==> config.mk <==
export PLATFORM = sky130hd
export DESIGN_NAME = cpu_ex
export DESIGN_NICKNAME = d
export VERILOG_FILES = /design/src/rtl/cpu_pkg.sv /design/src/rtl/cpu_mul_seq.sv /design/src/rtl/cpu_ex.sv
export SDC_FILE = /design/constraint.sdc
export NUM_CORES = 1
export LEC_CHECK = 0
export ABC_AREA = 1
export ABC_CLOCK_PERIOD_IN_PS = 3980
export BUFFER_PORTS_ARGS = -buffer_cell sky130_fd_sc_hd__buf_2
export CORE_MARGIN = 10
export CORE_UTILIZATION = 60
export CTS_CLUSTER_DIAMETER = 40
export CTS_CLUSTER_SIZE = 28
export DETAILED_ROUTE_END_ITERATION = 8
export PLACE_DENSITY_LB_ADDON = 0.15
export SLEW_MARGIN = 5
export SYNTH_ARGS = -nofsm -noshare
export SYNTH_HDL_FRONTEND = slang
export SYNTH_HIERARCHICAL = 1
export SYNTH_SLANG_ARGS = --single-unit
==> constraint.sdc <==
create_clock -name clk -period 3.98 [get_ports clk]
set_input_delay 0 -clock clk [delete_from_list [all_inputs] [get_ports clk]]
set_output_delay 0 -clock clk [all_outputs]
set_load 0.01 [all_outputs]
==> src/rtl/cpu_pkg.sv <==
// rtl/cpu_pkg.sv - shared constants, opcodes and FSM state for the cpu execute stage
package cpu_pkg;

  localparam int CPU_DATA_W  = 8;
  localparam int CPU_REG_CNT = 4;

  localparam logic [3:0] OP_NOP = 4'h0;
  localparam logic [3:0] OP_MOV = 4'h1;
  localparam logic [3:0] OP_ADD = 4'h2;
  localparam logic [3:0] OP_SUB = 4'h3;
  localparam logic [3:0] OP_AND = 4'h4;
  localparam logic [3:0] OP_OR  = 4'h5;
  localparam logic [3:0] OP_XOR = 4'h6;
  localparam logic [3:0] OP_NOT = 4'h7;
  localparam logic [3:0] OP_SHL = 4'h8;
  localparam logic [3:0] OP_SHR = 4'h9;
  localparam logic [3:0] OP_MUL = 4'hA;
  localparam logic [3:0] OP_CMP = 4'hB;

  typedef enum logic {
    ST_IDLE = 1'b0,
    ST_MUL  = 1'b1
  } ex_state_t;

  // Low bit of register idx within the packed regs bus.
  function automatic int reg_lsb(input int idx, input int width);
    return idx * width;
  endfunction

endpackage

==> src/rtl/cpu_mul_seq.sv <==
// rtl/cpu_mul_seq.sv - sequential shift-add multiplier, one multiplier bit per cycle
module cpu_mul_seq #(
  parameter int DATA_W = 8
) (
  input  logic                clk,
  input  logic                rst_n,
  input  logic                start,
  input  logic [DATA_W-1:0]   a,
  input  logic [DATA_W-1:0]   b,
  output logic                done,
  output logic [2*DATA_W-1:0] prod
);

  localparam int CNT_W = (DATA_W > 1) ? $clog2(DATA_W) : 1;

  logic                running;
  logic [CNT_W-1:0]    cnt;
  logic [2*DATA_W-1:0] mcand;
  logic [DATA_W-1:0]   mplier;
  logic [2*DATA_W-1:0] acc;
  logic [2*DATA_W-1:0] acc_next;

  // prod is the accumulator value being written on this edge, so the final
  // product is available to the caller on the same edge that done is high.
  always_comb begin
    acc_next = acc;
    if (mplier[cnt]) begin
      acc_next = acc + (mcand << cnt);
    end
  end

  assign done = running && (cnt == CNT_W'(DATA_W - 1));
  assign prod = acc_next;

  always_ff @(posedge clk or negedge rst_n) begin
    if (!rst_n) begin
      running <= 1'b0;
      cnt     <= '0;
      mcand   <= '0;
      mplier  <= '0;
      acc     <= '0;
    end else if (start) begin
      running <= 1'b1;
      cnt     <= '0;
      mcand   <= {{DATA_W{1'b0}}, a};
      mplier  <= b;
      acc     <= '0;
    end else if (running) begin
      acc <= acc_next;
      cnt <= cnt + 1'b1;
      if (done) begin
        running <= 1'b0;
      end
    end
  end

endmodule

==> src/rtl/cpu_ex.sv <==
// rtl/cpu_ex.sv - execute/writeback stage: ALU, register file and multi-cycle MUL control
module cpu_ex
  import cpu_pkg::*;
#(
  parameter int DATA_W  = CPU_DATA_W,
  parameter int REG_CNT = CPU_REG_CNT,
  localparam int IDX_W  = $clog2(REG_CNT)
) (
  input  logic                      clk,
  input  logic                      rst_n,
  input  logic                      in_valid,
  output logic                      in_ready,
  input  logic [3:0]                opcode,
  input  logic [DATA_W-1:0]         in1_val,
  input  logic [DATA_W-1:0]         in2_val,
  input  logic [IDX_W-1:0]          dst_idx,
  output logic [REG_CNT*DATA_W-1:0] regs,
  output logic                      flag_z,
  output logic                      flag_c,
  output logic                      wb_valid,
  output logic [IDX_W-1:0]          wb_idx,
  output logic [DATA_W-1:0]         wb_data,
  output logic                      illegal,
  output logic                      busy
);

  ex_state_t           state, state_next;
  logic [DATA_W-1:0]   rf [REG_CNT];
  logic [IDX_W-1:0]    mul_dst;
  logic                accept;

  logic [DATA_W:0]     res;
  logic                res_c;
  logic                do_write;
  logic                do_flags;
  logic                is_illegal;
  logic                mul_start;
  logic                mul_done;
  logic [2*DATA_W-1:0] mul_prod;

  assign busy     = (state == ST_MUL);
  assign in_ready = !busy;
  assign accept   = in_valid && in_ready;

  for (genvar i = 0; i < REG_CNT; i++) begin : g_regs
    assign regs[reg_lsb(i, DATA_W) +: DATA_W] = rf[i];
  end

  always_comb begin
    res        = '0;
    res_c      = 1'b0;
    do_write   = 1'b0;
    do_flags   = 1'b0;
    is_illegal = 1'b0;
    mul_start  = 1'b0;
    case (opcode)
      OP_NOP: ;
      OP_MOV: begin res = {1'b0, in2_val};            do_write = 1'b1; do_flags = 1'b1; end
      OP_ADD: begin
        res   = {1'b0, in1_val} + {1'b0, in2_val};
        res_c = res[DATA_W];
        do_write = 1'b1; do_flags = 1'b1;
      end
      OP_SUB, OP_CMP: begin
        // The extra top bit of a zero-extended subtract is the borrow.
        res   = {1'b0, in1_val} - {1'b0, in2_val};
        res_c = res[DATA_W];
        do_write = (opcode == OP_SUB); do_flags = 1'b1;
      end
      OP_AND: begin res = {1'b0, in1_val & in2_val};  do_write = 1'b1; do_flags = 1'b1; end
      OP_OR:  begin res = {1'b0, in1_val | in2_val};  do_write = 1'b1; do_flags = 1'b1; end
      OP_XOR: begin res = {1'b0, in1_val ^ in2_val};  do_write = 1'b1; do_flags = 1'b1; end
      OP_NOT: begin res = {1'b0, ~in2_val};           do_write = 1'b1; do_flags = 1'b1; end
      OP_SHL: begin res = {1'b0, in1_val << in2_val[2:0]}; do_write = 1'b1; do_flags = 1'b1; end
      OP_SHR: begin res = {1'b0, in1_val >> in2_val[2:0]}; do_write = 1'b1; do_flags = 1'b1; end
      OP_MUL: mul_start = 1'b1;
      default: is_illegal = 1'b1;
    endcase
  end

  always_comb begin
    state_next = state;
    case (state)
      ST_IDLE: if (accept && mul_start) state_next = ST_MUL;
      ST_MUL:  if (mul_done)            state_next = ST_IDLE;
      default: state_next = ST_IDLE;
    endcase
  end

  cpu_mul_seq #(.DATA_W(DATA_W)) u_mul (
    .clk   (clk),
    .rst_n (rst_n),
    .start (accept && mul_start),
    .a     (in1_val),
    .b     (in2_val),
    .done  (mul_done),
    .prod  (mul_prod)
  );

  always_ff @(posedge clk or negedge rst_n) begin
    if (!rst_n) begin
      state    <= ST_IDLE;
      for (int i = 0; i < REG_CNT; i++) rf[i] <= '0;
      mul_dst  <= '0;
      flag_z   <= 1'b0;
      flag_c   <= 1'b0;
      wb_valid <= 1'b0;
      wb_idx   <= '0;
      wb_data  <= '0;
      illegal  <= 1'b0;
    end else begin
      state    <= state_next;
      wb_valid <= 1'b0;
      illegal  <= 1'b0;
      if (accept) begin
        illegal <= is_illegal;
        if (mul_start) mul_dst <= dst_idx;
        if (do_flags) begin
          flag_z <= (res[DATA_W-1:0] == '0);
          flag_c <= res_c;
        end
        if (do_write) begin
          rf[dst_idx] <= res[DATA_W-1:0];
          wb_valid    <= 1'b1;
          wb_idx      <= dst_idx;
          wb_data     <= res[DATA_W-1:0];
        end
      end else if (mul_done) begin
        rf[mul_dst] <= mul_prod[DATA_W-1:0];
        flag_z      <= (mul_prod[DATA_W-1:0] == '0);
        flag_c      <= (mul_prod[2*DATA_W-1:DATA_W] != '0);
        wb_valid    <= 1'b1;
        wb_idx      <= mul_dst;
        wb_data     <= mul_prod[DATA_W-1:0];
      end
    end
  end

endmodule

==> summary.md <==
| Metric | Value |
|---|---|
| WL/cell | 15.8 um |
| Hold Worst Slack | 0.00138 ns |
| Met1 usage | 35.6% |
| Clock root cell | clkbuf_16 |
| PortBufs | 72 |
| Sequential share of the synthesized area | 30.0% |
| RSZ-0062 raised after global routing | false |
| GRT Total Usage | 25.3% |
| Slew headroom | 51.8% |
| CTS Sinks | 85 |
| Buf/Inv on CP | 1 |
| Crit start category | register |
| Crit path required time | 4.21 ns |
| Pin count of the biggest net entering global routing | 47 |
| WP data arrival | 3.72 ns |
| Worst Max-Slew Pin Slew | 0.720 ns |
| DR DRC count | 0 |
| Synthesized flop and latch total | 85 |
| Synth Warn # | 6 |
| CP Class | reg -> reg |
| Starting Density | 61.8% |
| Register clock-pin slew on the reported worst setup and hold paths | 0.06 ns |
| Top_reg_cell synth | dfrtp_1 |
| Worst Reg-to-Reg Cells | 15 |
| Critical path's slowest cell | dfrtp_1 |
| Synth unique cells | 37 |
| GR Layer Usage met3 | 5.09% |
| Commonest non-fill, non-tap cell in the layout | nand2_1 |
| Worst Skew | 0.0110 ns |
| Post-Route WL | 21400 um |
| Status | complete, no violations |
| Min Tclk post-route | 3.48 ns |
| Number of DRC markers in iteration 0 | 792 |
| Chip height | 129 um |
| F_max | 0.287 GHz |
| Inserted Clock Buffers | 9 |
| Setup crit end kind | register |
| EDFF count, synth | 0 |
| First-pass GRT wire length | 34300 um |
| Row count | 39 |
| Final hold viol count | 0 |
| Clock Tree Buf Depth | 2 |
| DR vias | 7589 |
| VDD IR max | 0.484 mV |
| Detail Route Antenna Nets | 0 |
| Post CTS Setup Buffer Count | 0 |
| Nets | 1275 |
| Pwr dens | 760 nW/um^2 |
| H-tree lvl count | 3 |
| Placed Area | 7510 um^2 |
| Final instance area | 7920 um^2 |
| Area Overhead vs Synth | 11.9% |
| Clk_lat worst skew | 0.36 ns |
| Pre-antenna DRT Iters | 8 |
| Syn Nets | 1205 |
| Final setup fails | 0 |
| Min-delay worst type | in -> reg |
| Hpwl dp | 16300 um |
| Asr flop ratio synth | 100% |
| Hold path depth | 3 |
| Drt via density | 5.61 |
| ANT cells | 0 |
| PnR Total Power | 0.00603 W |
| CP peak stage delay | 0.67 ns |
| Vias in the first global route | 6896 |
| GPL Wtd Cong | 0.956 |
| Pleak | 4.34 nW |
| Critical path's top delay family | simple AND/OR/NAND/NOR gates |
| Core ar. | 11500 um^2 |
| Busiest grt layer | met2 |
| I/O pin count | 73 |
| Syn Inst Count | 1135 |
| Syn Std Cell Area | 7080 um^2 |
| CTS tree | yes |
| Area of the die | 16600 um^2 |
| GR met2 Demand/Resource | 38.8% |
| Max-slew violations | 0 |
| Crit path cell chain | inv_2 > o21ai_0 > o21ai_0 > ha_1 > nand2_1 > nor2_1 > and2_1 > nand2_1 > nand3_1 > nand3_1 > and2_1 > nor4_1 > nand3_1 > nand2_1 > o21ai_0 |
| Fin Setup TNS | 0 ns |
| Crit share post-route | 87.6% |
| WP depth | 15 |
| Layout cells sized above 1 | 9.59% |
| Commonest cells after routing, fill and taps aside | nand2_1 (385), inv_1 (129), nor2_1 (126) |
| GRT overflow | 0 |
| Chip width | 129 um |
| Max Cap Viol | 0 |
| Post-Syn Area per Cell | 6.24 um^2 |
| Initial antenna violation count | 0 |
| CP max FO | 16 |
-- where the power goes --
group	internal (W)	switching (W)
logic	0.00120	0.00239
clock network	0.000451	0.000387
registers	0.00127	0.000318
total	0.00293	0.00310
-- worst reg2reg max path, cell delays in order (launching register included) --
cell     delay [ns]
dfrtp_1        0.67
inv_2          0.22
o21ai_0        0.25
o21ai_0        0.18
ha_1           0.41
nand2_1        0.11
nor2_1         0.19
and2_1         0.16
nand2_1        0.07
nand3_1        0.09
nand3_1        0.11
and2_1         0.19
nor4_1         0.42
nand3_1        0.13
nand2_1        0.09
o21ai_0        0.08
-- cell families (layout without fill, tap and decap cells) --
kind of cell | Yosys count | after routing | share of synthesized area, %
mux | 4 | 4 | 0.565
compound gates | 172 | 172 | 12.9
xor+xnor | 3 | 3 | 0.371
simple gates | 656 | 656 | 38.0
fa+ha+maj | 45 | 45 | 8.27
flops | 85 | 85 | 30.0
buf+inv | 170 | 245 | 9.86
-- metrics by stage --
stage	setup WS, ns	util (%)	std cells
floorplan	1.15	-	1135
global placement	0.505	65.5	1325
detailed placement	0.361	65.5	1325
CTS	0.350	69.1	1353
global route	0.154	69.1	1353
finish	0.495	69.1	1353
-- path summary, 6_finish.rpt --
check	from	endpoint	slack [ns]
min in group asynchronous	rst_n	u_mul/acc[1]	0.18
worst min-delay path	in1_val[4]	u_mul/mcand[4]	0.001
max in group asynchronous	rst_n	regs[10]	2.86
worst max register to register	u_mul/cnt[1]	flag_c	0.50
worst max-delay path	u_mul/cnt[1]	flag_c	0.50
worst min register to register	wb_data[2]	wb_data[2]	0.48
-- synth_stat cells, drive strengths merged (5+ instances only) --
library cell	n	share of area, %
nand2	388	21
inv	134	7.1
nor2	126	6.7
nand3	100	7.1
a21oi	93	6.6
dfrtp	85	30
o21ai	67	5.0
ha	42	7.4
buf	17	1.6
clkbuf	14	0.74
or2	11	0.97
nor3	9	0.64
and2	8	0.71
a31oi	5	0.44
clkinv	5	0.42
nand4	5	0.44
-- what timing repair did --
item,4_1_cts,5_1_grt
endpoints found under the hold margin,58,0
gates resized for setup,0,1
hold buffers,12,0
endpoints found under the setup margin,0,1
-- flip-flops by register name, indices dropped and copies added (netlist names) --
| register | flops |
|---|---|
| u_mul/acc | 16 |
| illegal | 1 |
| u_mul/mcand | 8 |
| flag_z | 1 |
| u_mul/mplier | 8 |
| mul_dst | 2 |
| wb_data | 8 |
| u_mul/running | 1 |
| wb_valid | 1 |
| u_mul/cnt | 3 |
| regs | 32 |
| flag_c | 1 |
| wb_idx | 2 |
| busy | 1 |
-- layer usage --
metal	share of wire (%)	wire length (um)
met1	44	9520
met2	44	9470
met3	9.3	1990
met4	2.0	420
met5	0	0
-- area by class of cell --
cell class / count / area, um^2
timing repair buffer: 90 / 528
inverter: 139 / 533
clock buffer: 10 / 239
clock inverter: 6 / 53.8
multi-input combinational: 880 / 4260
tap: 143 / 179
fill: 1042 / 3540
sequential: 85 / 2130
Power figures use the tool's default switching activity.
